$ cat src/rtl/cpu_pkg.sv
// Shared types and constants for the CPU-side sequenced 32-bit adder.
package cpu_pkg;

  localparam int unsigned DATA_W = 32;
  localparam int unsigned HALF_W = 16;
  localparam int unsigned NIB_W  = 4;
  localparam int unsigned NIB_N  = HALF_W / NIB_W;

  typedef enum logic [1:0] {
    IDLE = 2'd0,
    LO   = 2'd1,
    HI   = 2'd2,
    DONE = 2'd3
  } state_e;

  localparam logic REQ0 = 1'b0;
  localparam logic REQ1 = 1'b1;

  // Operation captured at accept time; opb is already inverted for subtract.
  typedef struct packed {
    logic [DATA_W-1:0] opa;
    logic [DATA_W-1:0] opb;
    logic              cin0;
    logic              id;
  } op_t;

  typedef struct packed {
    logic              id;
    logic [DATA_W-1:0] sum;
    logic              cout;
    logic              ovf;
  } rsp_t;

endpackage

$ cat src/rtl/adder_16bit.sv
// 16-bit carry-lookahead adder built from four 4-bit groups; exports group P/G
// so the caller derives the carry out itself (no 17th sum bit).
module adder_16bit
  import cpu_pkg::*;
(
  input  logic [HALF_W-1:0] a,
  input  logic [HALF_W-1:0] b,
  input  logic              c_in,
  output logic [HALF_W-1:0] sum_c,
  output logic              grp_g_c,
  output logic              grp_p_c
);

  logic [HALF_W-1:0] g;
  logic [HALF_W-1:0] p;
  logic [HALF_W-1:0] c;
  logic [NIB_N-1:0]  nib_g;
  logic [NIB_N-1:0]  nib_p;
  logic [NIB_N-1:0]  nib_cin;
  logic              acc_g;
  logic              acc_p;
  logic              carry;

  always_comb begin
    g       = a & b;
    p       = a ^ b;
    c       = '0;
    nib_g   = '0;
    nib_p   = '0;
    nib_cin = '0;
    acc_g   = 1'b0;
    acc_p   = 1'b1;
    carry   = c_in;

    // Per-nibble generate/propagate.
    for (int n = 0; n < int'(NIB_N); n++) begin
      acc_g = 1'b0;
      acc_p = 1'b1;
      for (int k = 0; k < int'(NIB_W); k++) begin
        acc_g = g[n*NIB_W+k] | (p[n*NIB_W+k] & acc_g);
        acc_p = acc_p & p[n*NIB_W+k];
      end
      nib_g[n] = acc_g;
      nib_p[n] = acc_p;
    end

    // Nibble carry-ins from the group terms, then bit carries inside each nibble.
    for (int n = 0; n < int'(NIB_N); n++) begin
      nib_cin[n] = carry;
      carry      = nib_g[n] | (nib_p[n] & carry);
    end
    for (int n = 0; n < int'(NIB_N); n++) begin
      carry = nib_cin[n];
      for (int k = 0; k < int'(NIB_W); k++) begin
        c[n*NIB_W+k] = carry;
        carry        = g[n*NIB_W+k] | (p[n*NIB_W+k] & carry);
      end
    end

    acc_g = 1'b0;
    acc_p = 1'b1;
    for (int n = 0; n < int'(NIB_N); n++) begin
      acc_g = nib_g[n] | (nib_p[n] & acc_g);
      acc_p = acc_p & nib_p[n];
    end
    grp_g_c = acc_g;
    grp_p_c = acc_p;
    sum_c   = p ^ c;
  end

endmodule

$ cat src/rtl/adder_seq32.sv
// Two-requester round-robin sequencer doing 32-bit add/sub in two passes
// (low half, then high half) over one shared 16-bit adder.
module adder_seq32
  import cpu_pkg::*;
(
  input  logic              clk,
  input  logic              rst_n,
  input  logic              req0_valid,
  output logic              req0_ready,
  input  logic [DATA_W-1:0] req0_a,
  input  logic [DATA_W-1:0] req0_b,
  input  logic              req0_sub,
  input  logic              req1_valid,
  output logic              req1_ready,
  input  logic [DATA_W-1:0] req1_a,
  input  logic [DATA_W-1:0] req1_b,
  input  logic              req1_sub,
  output logic              rsp_valid,
  input  logic              rsp_ready,
  output logic              rsp_id,
  output logic [DATA_W-1:0] rsp_sum,
  output logic              rsp_cout,
  output logic              rsp_ovf
);

  state_e            state_q, state_d;
  logic              last_q, last_d;
  op_t               op_q, op_d;
  logic              c16_q, c16_d;
  logic [HALF_W-1:0] sum_lo_q, sum_lo_d;
  rsp_t              rsp_q, rsp_d;
  logic              rsp_valid_q, rsp_valid_d;

  logic              gnt_any_c;
  logic              gnt_id_c;
  logic              accept_c;
  logic [DATA_W-1:0] sel_a_c;
  logic [DATA_W-1:0] sel_b_c;
  logic              sel_sub_c;
  logic [HALF_W-1:0] add_a_c;
  logic [HALF_W-1:0] add_b_c;
  logic              add_cin_c;
  logic [HALF_W-1:0] add_sum_c;
  logic              add_g_c;
  logic              add_p_c;

  // Arbitration: a tie goes to the requester not granted last.
  always_comb begin
    gnt_any_c  = req0_valid | req1_valid;
    gnt_id_c   = (req0_valid && req1_valid) ? ~last_q :
                 (req1_valid ? REQ1 : REQ0);
    req0_ready = (state_q == IDLE) && gnt_any_c && (gnt_id_c == REQ0);
    req1_ready = (state_q == IDLE) && gnt_any_c && (gnt_id_c == REQ1);
    accept_c   = (req0_valid && req0_ready) || (req1_valid && req1_ready);
    sel_a_c    = (gnt_id_c == REQ1) ? req1_a   : req0_a;
    sel_b_c    = (gnt_id_c == REQ1) ? req1_b   : req0_b;
    sel_sub_c  = (gnt_id_c == REQ1) ? req1_sub : req0_sub;
  end

  // Adder operand mux: the high half is used only in HI.
  always_comb begin
    if (state_q == HI) begin
      add_a_c   = op_q.opa[DATA_W-1:HALF_W];
      add_b_c   = op_q.opb[DATA_W-1:HALF_W];
      add_cin_c = c16_q;
    end else begin
      add_a_c   = op_q.opa[HALF_W-1:0];
      add_b_c   = op_q.opb[HALF_W-1:0];
      add_cin_c = op_q.cin0;
    end
  end

  adder_16bit u_adder (
    .a       (add_a_c),
    .b       (add_b_c),
    .c_in    (add_cin_c),
    .sum_c   (add_sum_c),
    .grp_g_c (add_g_c),
    .grp_p_c (add_p_c)
  );

  always_comb begin
    state_d     = state_q;
    last_d      = last_q;
    op_d        = op_q;
    c16_d       = c16_q;
    sum_lo_d    = sum_lo_q;
    rsp_d       = rsp_q;
    rsp_valid_d = rsp_valid_q;

    unique case (state_q)
      IDLE: begin
        if (accept_c) begin
          op_d.opa  = sel_a_c;
          op_d.opb  = sel_sub_c ? ~sel_b_c : sel_b_c;
          op_d.cin0 = sel_sub_c;
          op_d.id   = gnt_id_c;
          last_d    = gnt_id_c;
          state_d   = LO;
        end
      end
      LO: begin
        sum_lo_d = add_sum_c;
        c16_d    = add_g_c | (add_p_c & op_q.cin0);
        state_d  = HI;
      end
      HI: begin
        rsp_d.id    = op_q.id;
        rsp_d.sum   = {add_sum_c, sum_lo_q};
        rsp_d.cout  = add_g_c | (add_p_c & c16_q);
        rsp_d.ovf   = (op_q.opa[DATA_W-1] == op_q.opb[DATA_W-1]) &&
                      (add_sum_c[HALF_W-1] != op_q.opa[DATA_W-1]);
        rsp_valid_d = 1'b1;
        state_d     = DONE;
      end
      DONE: begin
        if (rsp_ready) begin
          rsp_valid_d = 1'b0;
          state_d     = IDLE;
        end
      end
      default: state_d = IDLE;
    endcase
  end

  always_ff @(posedge clk) begin
    if (!rst_n) begin
      state_q     <= IDLE;
      last_q      <= REQ1;
      op_q        <= '0;
      c16_q       <= 1'b0;
      sum_lo_q    <= '0;
      rsp_q       <= '0;
      rsp_valid_q <= 1'b0;
    end else begin
      state_q     <= state_d;
      last_q      <= last_d;
      op_q        <= op_d;
      c16_q       <= c16_d;
      sum_lo_q    <= sum_lo_d;
      rsp_q       <= rsp_d;
      rsp_valid_q <= rsp_valid_d;
    end
  end

  assign rsp_valid = rsp_valid_q;
  assign rsp_id    = rsp_q.id;
  assign rsp_sum   = rsp_q.sum;
  assign rsp_cout  = rsp_q.cout;
  assign rsp_ovf   = rsp_q.ovf;

endmodule
$ cat config.mk
export PLATFORM = sky130hd
export DESIGN_NAME = adder_seq32
export DESIGN_NICKNAME = d
export VERILOG_FILES = /design/src/rtl/cpu_pkg.sv /design/src/rtl/adder_16bit.sv /design/src/rtl/adder_seq32.sv
export SDC_FILE = /design/constraint.sdc
export NUM_CORES = 1
export LEC_CHECK = 0
export BUFFER_PORTS_ARGS = -buffer_cell sky130_fd_sc_hd__buf_2
export CELL_PAD_IN_SITES_DETAIL_PLACEMENT = 1
export CELL_PAD_IN_SITES_GLOBAL_PLACEMENT = 2
export CORE_MARGIN = 2
export CORE_UTILIZATION = 35
export CTS_CLUSTER_SIZE = 20
export DETAILED_ROUTE_END_ITERATION = 8
export PLACE_DENSITY = 0.95
export SLEW_MARGIN = 20
export SYNTH_ARGS = -nofsm -noshare
export SYNTH_HDL_FRONTEND = slang
export SYNTH_HIERARCHICAL = 1
export SYNTH_SLANG_ARGS = --single-unit
$ cat constraint.sdc
create_clock -name clk -period 6.3 [get_ports clk]
set_input_delay 0.63 -clock clk [delete_from_list [all_inputs] [get_ports clk]]
set_output_delay 0.63 -clock clk [all_outputs]
set_load 0.01 [all_outputs]
==> results.md <==
* Switch share at 41.3%
* DRC at 0
* Synth Area per Inst at 9.02 µm²
* Final Hold Viols at 0
* Crit Path Class: reg -> reg
* Status: finished clean
* Critical path startpoint category: register
* Non-filler cells, final at 1202
* CTS max path bufs at 2
* DR vias at 6259
* Mux contribution to synthesized area at 12.0%
* Placed cells at 1169
* Die height at 147 µm
* Max Freq at 221 MHz
* Num CTS Buffers at 17
* Global Route Usage Sum at 20.6%
* Number of synthesized flops with an enable pin at 0
* Syn nets at 963
* Worst hold start: req1_a[28]
* Drt pass-1 iters at 4
* Simple-gate share of the synthesized area at 16.6%
* Rows at 52
* CP max-delay cell: ha_4
* First-pass GRT wire length at 35.1 mm
* Antenna diodes at 0
* Fin crit share at 71.9%
* Critical Path RT at 6.62 ns
* Detail Placement HPWL at 15.7 mm
* Register area share after synthesis at 34.1%
* CP Capture Type: register
* H-tree levels at 4
* I/O Pins at 173
* Hold_buf cts at 0
* Vias/cell at 5.21
* Nets at 1087
* Dominant synthesized flop cell: dfxtp_1
* GR Overflow Total at 0
* RSZ-0062 raised after global routing: no
* Xor/xnor share of the synthesized area at 4.40%
* 1st-iter DRT viols at 289
* Most used cell, CP: fa_1
* Setup violators final at 0
* Clk slew on worst S/H paths at 0.06 ns
* Syn Std Cell Area at 0.00717 mm²
* Worst path cell trace: inv_1, ha_4, mux2_2, ha_1, a21oi_1, o21ai_1, a221oi_2, o21ai_1, fa_1, fa_1, fa_1, xor2_1, nand2_1, a311oi_1
* Clock sink count at 122
* Minimum clock period at 4.53 ns
* Critical Path Max Stage Delay at 0.57 ns
* Clock network power share at 23.8%
* Largest family of logic cells by synthesized area: compound AO/OA/AOI/OAI gates
* Initial Utilization at 35.5%
* CP Max Fanout at 46
* Layout cell share with drive strength beyond 1 at 29.0%
* Wirelength, routed at 22.1 mm
* P_leak at 3.68 nW
* Largest net degree at the start of global routing at 99
* Antenna violations before repair at 0
* Sequential cell area at 0.00244 mm²
* Logic gate share of total power at 44.9%
* Post-CTS Setup Bufs at 0
* Final setup skew at 0.00897 ns
* Layout area overhead at 20.2%
* WL per Instance at 18.4 µm
* Die area at 0.0216 mm²
* Net switching power at 0.00169 W
* Core area at 0.0202 mm²
* Count of pins over their slew limit at 0
* Antenna violation net count after detailed routing at 0
* Yosys reg bits at 122
* Area of the multi-input gates at 0.00427 mm²
* Pint at 0.00241 W
* Final non-filler cell area at 0.00861 mm²
* Synth Area in Adders at 7.02%
* Rel. slew slack at 26.8%
* PostCTS Resize Cnt at 0
* IO buf count at 172
* Setup TNS at 0 ns
* Vias in the first global route at 6418
* Critical Path AT at 4.85 ns
* Layout fillers at 2432
* Power per cell area at 475 mW/mm²
* Compound-cell area share of the yosys netlist at 19.2%
* CTS root buffer: clkbuf_16
* Sequential share of power at 31.3%
* Hold WC Path Type: in -> reg
* Slew @ Worst Pin at 1.10 ns
* Area after detailed placement at 0.00800 mm²
* Total of max-cap violations at 0
* Chip Width at 147 µm
* Netlist cell types at 45
* GPL Wtd Cong at 0.826
* Ys Warns at 6
* Peak VDD IR at 0.221 mV
* Worst-Skew Late Latency at 0.42 ns
* Crit. Startpoint: state_q[0]
* RR Startpoint: state_q[0]
* TritonCTS clock tree: done
* Asr flop ratio synth at 0%
* Post-Synthesis Cells at 795
registers in the layout, indices dropped and copies added, names as in the netlist:
signal and count:
c16_q 1, last_q 1, op_q 66, rsp_cout 1, rsp_id 1, rsp_ovf 1, rsp_sum 32, rsp_valid 1
state_q 2, sum_lo_q 16
synth_stat cells, types with 21 or more instances:
| cell | n | area [µm²] |
|---|---|---|
| a41oi_1 | 22 | 193 |
| mux2i_1 | 49 | 490 |
| mux2_2 | 33 | 372 |
| nand3b_1 | 33 | 248 |
| buf_2 | 26 | 130 |
| nand2b_1 | 33 | 206 |
| nand2_1 | 97 | 364 |
| clkbuf_1 | 22 | 82.6 |
| xor2_1 | 36 | 315 |
| o2bb2ai_1 | 32 | 280 |
| o21ai_1 | 68 | 340 |
| ha_1 | 21 | 263 |
| nor2_1 | 55 | 206 |
| dfxtp_1 | 122 | 2440 |
| a31oi_1 | 33 | 206 |
worst max-delay path, delay by kind of cell, from the launching register on:
family | cells | cell delay, ns
XOR/XNOR | 1 | 0.29
AND/OR/NAND/NOR | 1 | 0.08
flip-flops | 1 | 0.34
AO/OA/AOI/OAI | 5 | 1.00
multiplexers | 1 | 0.41
adder cells (fa/ha/maj) | 5 | 2.13
buffers and inverters | 1 | 0.15
logic make-up (layout without fill, tap and decap cells):
kind of cell,Yosys count,in the layout
AND/OR/NAND/NOR,244,244
AO/OA/AOI/OAI,193,193
flip-flops,122,122
buffers and inverters,85,222
multiplexers,82,82
XOR/XNOR,36,36
adder cells (fa/ha/maj),33,33
final timing paths:
path	to	slack, ns	cells after the start
worst max register to register	rsp_ovf	1.77	14
worst min-delay path	op_q[62]	0.47	3
worst max-delay path	rsp_ovf	1.77	14
worst min register to register	op_q[0]	0.48	2
cells in the final DEF, fill, tap and decap left out, types with 2 or more instances in the layout:
| cell | n |
|---|---|
| inv_6 | 5 |
| o2bb2ai_1 | 32 |
| clkbuf_16 | 17 |
| nand2b_1 | 33 |
| dfxtp_1 | 122 |
| ha_1 | 20 |
| bufinv_16 | 2 |
| nand4_1 | 3 |
| buf_2 | 172 |
| a21o_1 | 2 |
| nand3_1 | 2 |
| nor2_1 | 55 |
| a21oi_1 | 13 |
| nor3_1 | 3 |
| a31oi_1 | 33 |
| o21ai_1 | 68 |
| mux2_2 | 33 |
| a41oi_1 | 22 |
| nor2b_1 | 2 |
| fa_1 | 12 |
| a41oi_2 | 10 |
| nand2_1 | 97 |
| buf_4 | 5 |
| o21ai_0 | 4 |
| nand2_2 | 10 |
| nand3b_1 | 33 |
| clkinv_4 | 5 |
| mux2i_1 | 49 |
| xor2_1 | 36 |
| inv_1 | 10 |
per-layer routing:
layer	track usage, %	up-vias	wire (µm)
li1	-	3065	-
met2	33.2	149	10500
met5	0	-	0
met4	8.27	0	723
met3	3.66	33	821
met1	27.3	3012	10100
area by class of cell:
class / count / area share [%]
multi-input combinational: 588 / 49.6
inverter: 12 / 0.523
tap: 270 / 3.92
clock inverter: 14 / 1.86
sequential: 122 / 28.4
timing repair buffer: 178 / 10.7
clock buffer: 18 / 4.98
per-stage QoR:
| stage | util [%] | setup WS, ns | hold WS, ns | total power, W |
|---|---|---|---|---|
| detailed placement | 39.7 | 1.79 | 0.477 | 0.00311 |
| floorplan | - | 2.35 | 0.459 | 0.00254 |
| global route | 42.7 | 1.42 | 0.453 | 0.00437 |
| finish | 42.7 | 1.77 | 0.465 | 0.00409 |
| global placement | 39.7 | 2.01 | 0.468 | 0.00305 |
| CTS | 42.6 | 1.78 | 0.451 | 0.00410 |
power groups by stage:
stage | Sequential [W] | Combinational (W) | Clock [W]
after floorplan | 0.00119 | 0.00134 | 0
after global placement | 0.00129 | 0.00175 | 0
after detailed placement | 0.00129 | 0.00182 | 0
after CTS | 0.00128 | 0.00183 | 0.000993
after global routing | 0.00130 | 0.00203 | 0.00104
final | 0.00128 | 0.00184 | 0.000976
Power figures use the tool's default switching activity.
